--- src/rtl/fetch_unit.sv ---
// Fetch PC generation, in-order imem requests, fetch queue to decode.
// Optional FETCH_REDIRECT_BYPASS_EN issues the redirect PC in the redirect cycle.
module fetch_unit #(
  parameter int          QUEUE_DEPTH = 4,
  parameter logic [31:0] RESET_PC    = 32'h0000_0000
) (
  input  logic        clk,
  input  logic        rst,
  output logic        imemReq,
  output logic [31:0] imemAddr,
  input  logic        imemGnt,
  input  logic        imemRvalid,
  input  logic [31:0] imemRdata,
  output logic [31:0] bpPc,
  input  logic        bpHit,
  input  logic [31:0] bpTarget,
  input  logic        redirectValid,
  input  logic [31:0] redirectPc,
  output logic        deqValid,
  input  logic        deqReady,
  output logic [31:0] deqInstr,
  output logic [31:0] deqPc,
  output logic        deqPredTaken,
  output logic [31:0] deqPredTarget
);

  localparam int PW = $clog2(QUEUE_DEPTH);
  localparam int CW = PW + 1;

  typedef struct packed {
    logic [31:0] pc;
    logic        predTaken;
    logic [31:0] predTarget;
    logic [31:0] instr;
    logic        filled;
  } slot_t;

  slot_t         slots [QUEUE_DEPTH];
  slot_t         headSlot;
  slot_t         newSlot;
  logic [PW-1:0] allocPtr;
  logic [PW-1:0] fillPtr;
  logic [PW-1:0] headPtr;
  logic [CW-1:0] count;
  logic [CW-1:0] inFlight;
  logic [CW-1:0] dropCount;
  logic [31:0]   pc;
  logic [31:0]   reqPc;
  logic [31:0]   nextPc;
  logic          bypass;
  logic          grant;
  logic          fill;
  logic          drop;
  logic          deq;

  always_comb begin
    bypass = 1'b0;
`ifdef FETCH_REDIRECT_BYPASS_EN
    bypass = rst && redirectValid
          && dropCount == '0 && inFlight == '0;
`endif
    reqPc   = bypass ? redirectPc : pc;
    imemReq = bypass
           || (rst && !redirectValid
               && dropCount == '0
               && count < CW'(QUEUE_DEPTH));
    imemAddr = reqPc;
    bpPc     = reqPc;
    grant    = imemReq && imemGnt;
    nextPc   = bpHit ? bpTarget : reqPc + 32'd4;
    newSlot  = '{pc: reqPc,
                 predTaken: bpHit,
                 predTarget: bpHit ? bpTarget : 32'd0,
                 instr: 32'd0,
                 filled: 1'b0};
    fill     = imemRvalid && dropCount == '0;
    drop     = imemRvalid && dropCount != '0;
    headSlot = slots[headPtr];
    deqValid = rst && !redirectValid
            && count != '0 && headSlot.filled;
    deq           = deqValid && deqReady;
    deqInstr      = headSlot.instr;
    deqPc         = headSlot.pc;
    deqPredTaken  = deqValid && headSlot.predTaken;
    deqPredTarget = headSlot.predTarget;
  end

  always_ff @(posedge clk) begin
    if (!rst) begin
      pc        <= RESET_PC;
      allocPtr  <= '0;
      fillPtr   <= '0;
      headPtr   <= '0;
      count     <= '0;
      inFlight  <= '0;
      dropCount <= '0;
      for (int i = 0; i < QUEUE_DEPTH; i++)
        slots[i] <= '0;
    end else if (redirectValid) begin
      allocPtr  <= '0;
      fillPtr   <= '0;
      headPtr   <= '0;
      count     <= '0;
      inFlight  <= '0;
      // stale responses still owed by memory get swallowed
      dropCount <= dropCount + inFlight
                 - CW'(imemRvalid);
      pc        <= redirectPc;
      for (int i = 0; i < QUEUE_DEPTH; i++)
        slots[i].filled <= 1'b0;
      if (grant) begin
        slots[0] <= newSlot;
        allocPtr <= PW'(1);
        count    <= CW'(1);
        inFlight <= CW'(1);
        pc       <= nextPc;
      end
    end else begin
      if (grant) begin
        slots[allocPtr] <= newSlot;
        allocPtr        <= allocPtr + PW'(1);
        pc              <= nextPc;
      end
      if (drop)
        dropCount <= dropCount - CW'(1);
      if (fill) begin
        slots[fillPtr].instr  <= imemRdata;
        slots[fillPtr].filled <= 1'b1;
        fillPtr               <= fillPtr + PW'(1);
      end
      if (deq) begin
        slots[headPtr].filled <= 1'b0;
        headPtr               <= headPtr + PW'(1);
      end
      count    <= count + CW'(grant) - CW'(deq);
      inFlight <= inFlight + CW'(grant) - CW'(fill);
    end
  end

  always @(posedge clk) begin
    if (rst && imemRvalid)
      assert (dropCount != '0 || inFlight != '0);
  end

endmodule
--- config.mk ---
export PLATFORM = sky130hd
export DESIGN_NAME = fetch_unit
export DESIGN_NICKNAME = d
export VERILOG_FILES = /design/src/rtl/fetch_unit.sv
export SDC_FILE = /design/constraint.sdc
export NUM_CORES = 1
export LEC_CHECK = 0
export ABC_CLOCK_PERIOD_IN_PS = 4100
export CAP_MARGIN = 10
export CORE_MARGIN = 2
export CORE_UTILIZATION = 44
export CTS_BUF_LIST = sky130_fd_sc_hd__clkbuf_8
export CTS_CLUSTER_DIAMETER = 60
export CTS_CLUSTER_SIZE = 20
export DETAILED_ROUTE_END_ITERATION = 10
export PLACE_DENSITY = 0.68
export SYNTH_ARGS = -nofsm -noshare
export SYNTH_HDL_FRONTEND = slang
export SYNTH_SLANG_ARGS = --single-unit
--- constraint.sdc ---
create_clock -name clk -period 4.1 [get_ports clk]
set_input_delay 0.41 -clock clk [delete_from_list [all_inputs] [get_ports clk]]
set_output_delay 0.41 -clock clk [all_outputs]
set_load 0.01 [all_outputs]
# Word level (Yosys, flattened, before mapping)

Memories as Yosys holds them, arrays and structs flattened. A register that Yosys moved wholly into a read port is not among the register bits.
Index checks and enable logic that the tools add are counted.

Reductions and logical operators: 20
Add/sub/neg operators: 11
$lt $le $gt $ge: 1
Bitwise logic cells: 7
Multiplexer cells: 49

Operator list:

| operator                                          | number |
|---|---|
| 2-to-1 mux 98 bit                                 | 3 |
| OR reduction 98 bit                               | 3 |
| 2-to-1 mux 32 bit                                 | 5 |
| 2-to-1 mux 97 bit                                 | 1 |
| adder 32 x 3 -> 32 bit, second input constant     | 1 |
| 2-to-1 mux 1 bit                                  | 26 |
| 2-to-1 mux 2 bit                                  | 9 |
| 2-to-1 mux 3 bit                                  | 5 |
| logical AND 1 bit                                 | 10 |
| subtractor 3 x 1 -> 3 bit                         | 3 |
| adder 2 x 1 -> 2 bit, second input constant       | 3 |
| adder 3 x 1 -> 3 bit                              | 2 |
| OR 1 bit                                          | 6 |
| nonzero test 3 bit                                | 2 |
| nonzero test 2 bit                                | 2 |
| adder 3 bit                                       | 1 |
| logical NOT 3 bit                                 | 1 |
| less-than comparator 3 bit, second input constant | 1 |
| subtractor 3 x 1 -> 3 bit, second input constant  | 1 |
| OR reduction 2 bit                                | 1 |
| logical NOT 1 bit                                 | 1 |
| NOT 1 bit                                         | 1 |

Output and inout port bits: 163
Memory bits (writable): 392
Memories: 1
Register bits after elaboration: 47
Bits of input ports: 103

Memories:

| memory | depth | bits a word | read ports | clocked after memory_dff | write ports | line | text |
|---|---|---|---|---|---|---|---|
| slots  | 4     | 98          | 1          | 1                        | 4           | 38   | `slot_t slots [QUEUE_DEPTH];` |

# Longest topological paths before layout

Word-level depth: 11
Depth in mapped cells: 15
Depth with buffers taken out: 13

# Worst setup path before layout

Ideal clock, no wire load.

Path kind: input to register
From: input port rst
To: memory slots[0][10] (netlist name), enable pin
Library setup time: 0.390 ns
Cell stages on the path: 9
Path slack: -0.120 ns
Required time: 3.710 ns
Data arrival time: 3.830 ns
Cells stage by stage: buf_2 nor2b_1 buf_2 and3_1 buf_2 buf_2 nand2_1 nand2_1 or2_1

RTL lines:

| element     | line | text |
|---|---|---|
| from (decl) | 8    | `input logic rst,` |
| to (decl)   | 38   |  |

# Worst setup path in the final report

From: register dropCount[1]
To: register inFlight[2]

Longest elaborated chain between the ends: 7
Elaborated cells on any way between the ends: 8
Classes of those cells: 2 x add/sub; 1 x mux; 5 x reduce/logical

Ends and longest elaborated chain:

| element                     | line   | text |
|---|---|---|
| from (decl)                 | 46     | `logic [CW-1:0] dropCount;` |
| from (signal assigned)      | 106    | `dropCount <= dropCount + inFlight` |
| from (signal assigned)      | 125    | `dropCount <= dropCount - CW'(1);` |
| logical NOT 3 bit *         | 65, 76 |  |
| logical AND 1 bit           | 65     | `&& dropCount == '0` |
| logical AND 1 bit           | 66     | `&& count < CW'(QUEUE_DEPTH));` |
| logical AND 1 bit           | 69     | `grant = imemReq && imemGnt;` |
| adder 3 x 1 -> 3 bit        | 136    | `inFlight <= inFlight + CW'(grant) - CW'(fill);` |
| subtractor 3 x 1 -> 3 bit * | 136    |  |
| 2-to-1 mux 3 bit *          | 99     | `end else if (redirectValid) begin` |
| to (signal assigned)        | 136    |  |
| to (decl)                   | 45     | `logic [CW-1:0] inFlight;` |

Every way passes the cells marked *; elsewhere a longest branch is shown, timed or not.
A chain may end at the register's enable or synchronous reset.

==> flow_metrics.tcl <==
set metrics [dict create \
    yosysTopAreaCell "edfxtp_1" \
    wl_um 53560 \
    die_x_um 220.1 \
    drtPass1Iterations 5 \
    hold_path_depth 4 \
    avgViaCountPerCell 5.721 \
    post-dp-hpwl_um 32910 \
    synthTopCellsByArea "edfxtp_1 (57%), mux4_2 (11%), and3_1 (7.6%)" \
    leakagePower_nw 9.222 \
    r2r_cells 13 \
    whs_ns 0.2753 \
    synth_most_common_cell "edfxtp_1" \
    end_kind "flip-flop" \
    cts.sinks 441 \
    path_max_fanout 47 \
    worst_pin_slew_ns 0.9568 \
    syn_area_per_cell_um2 13.96 \
    place_congestion 0.8321 \
    start_util_pct 44.31 \
    rows 79 \
    syn_to_final_growth_pct 17.18 \
    grt_pass1_wl_um 81170 \
    min_period_over_period_pct 81.09 \
    hold_class "input port to flip-flop" \
    cap_viol_max_count 0 \
    fin_nets 1749 \
    cts_tree "yes" \
    synthFlopType "edfxtp_1" \
    synth-edff-count 388 \
    drc 0 \
    vias 12920 \
    yosys_warnings 0 \
    cts_resized 0 \
    start_kind "flip-flop" \
    finalWorstSetupSlack_ns 0.7752 \
    h-tree-depth 2 \
    outcome "finished, final reports clean" \
    initialDrtViolationCount 1208 \
    synth-seq-cells 441 \
    drive_gt1_share_pct 12.55 \
    dieArea_mm2 0.04843 \
    powerDensity_mw_per_mm2 379.1 \
    routedWlPerCell_um 23.72 \
    clk_latency_ns 0.64 \
    first_global_vias 13190 \
    async_flop_share_pct 0 \
    ir_worst_vdd_mv 0.2303 \
    numCtsBuffers 36 \
    cts.hold.buffers_added 0 \
    grt_overflow 0 \
    grt_max_degree 121 \
    fin_util_pct 51.93 \
    max_freq_mhz 300.8 \
    synthTopCellsByCount "edfxtp_1 (388), and3_1 (249), and2_1 (134)" \
    io_buffers 265 \
    clock_path_buffers 3 \
    antenna_found_initial 6 \
    ant_nets 0 \
    arrival_ns 3.81 \
    synth_top_area_share_pct 56.72 \
    setup_violations 0 \
    post_cts_buffers 0 \
    root_buffer "clkbuf_8" \
    fp.dieH_um 220.1 \
    skew_ns 0.04348 \
    finalCriticalPeriod_ns 3.325 \
    synth_nets 1599 \
    synth.distinct_cells 52 \
    rsz0062_at_grt "no" \
    grt_usage_pct 22.43 \
    num_io_pins 266 \
    path_class "flip-flop to flip-flop" \
    slew_headroom_pct 36.21 \
    place_ws_ns 0.6848 \
    cp.required_ns 4.58 \
    synth_area_mm2 0.02054 \
    slew_viol_final 0 \
    synth_seq_area_share_pct 61.88 \
    syn_inst 1472 \
    hold_viol_final 0 \
    clk_pin_slew_worst_paths_ns 0.12 \
    fp.coreArea_mm2 0.04636 \
]
[sequential cells by signal, indices dropped and copies added (netlist names), named ones only]
register   cells
dropCount      3
inFlight       3
count          3
bpPc          32
headPtr        2
fillPtr        2
allocPtr       2
slots        392
[critical path, cell delays in order, from the launching register on]
cell and delay (ns):
dfxtp_1 0.34, inv_1 0.11, ha_1 0.20, nor3b_1 0.33
and3_4 0.55, inv_2 0.30, ha_1 0.36, inv_1 0.05
ha_1 0.12, inv_1 0.05, fa_1 0.37, xnor2_1 0.18
xnor2_1 0.14, nor2_1 0.05
[report_power, final]
part	total, mW	switching, mW	internal, mW
clock	2.62	1.62	1.00
sequential	5.26	0.142	5.11
combinational	1.25	0.663	0.584
total	9.12	2.42	6.70
[per-stage QoR]
step / area, um2 / std cells / power, mW / TNS [ns]
3_3_place_gp: 23310 / 2191 / 6.592 / 0
6_report: 24070 / 2258 / 9.125 / 0
5_1_grt: 24070 / 2256 / 9.467 / 0
3_5_place_dp: 23310 / 2191 / 6.616 / 0
2_1_floorplan: 20540 / 1472 / 6.002 / -11.56
4_1_cts: 24070 / 2256 / 9.192 / 0
[metal layers]
layer  vias to the layer above  GRT usage (%)  part of all wire [%]
li1                       5764              -                     -
met1                      6488          30.73                    41
met2                       565          36.52                    49
met3                        92          3.906                   8.0
met4                        10          7.069                   2.5
met5                         -              0                  0.13
[final timing paths]
path	startpoint	to	slack, ns
worst min register to register	slots[3][0]	slots[3][0]	0.54
worst min-delay path	redirectValid	count[0]	0.28
worst max register to register	dropCount[1]	inFlight[2]	0.78
worst max-delay path	dropCount[1]	inFlight[2]	0.78
[cell families after synthesis]
kind of cell | synth area share, %
AND/OR/NAND/NOR | 15.18
flip-flops | 61.88
buffers and inverters | 5.256
AO/OA/AOI/OAI | 3.709
multiplexers | 11.04
XOR/XNOR | 1.364
adder cells (fa/ha/maj) | 1.571
[cells in the final DEF, fill, tap and decap left out, types with 5 or more instances in the layout]
master,instances
a21oi_1,32
a22o_1,5
a22oi_1,11
a31oi_1,8
a32oi_1,7
and2_1,134
and3_1,248
buf_4,32
clkbuf_8,38
clkdlybuf4s50_1,264
dfxtp_1,51
edfxtp_1,388
ha_1,21
inv_1,30
inv_6,5
mux2i_1,6
mux4_2,98
nand2_1,39
nand3_1,17
nor2_1,54
nor3_1,10
nor4_1,7
o21ai_0,19
o21ai_1,6
o22ai_1,8
xnor2_1,24
xor2_1,8
[area by class of cell]
class	instances	area [um2]
Inverter	25	93.84
Tap cell	607	759.5
Sequential cell	441	12720
Multi-Input combinational cell	817	6773
Timing Repair Buffer	301	2968
Fill cell	3912	22290
Clock buffer	38	523.0
Clock inverter	27	230.2
Antenna cell	2	5.005
Power figures use the tool's default switching activity.
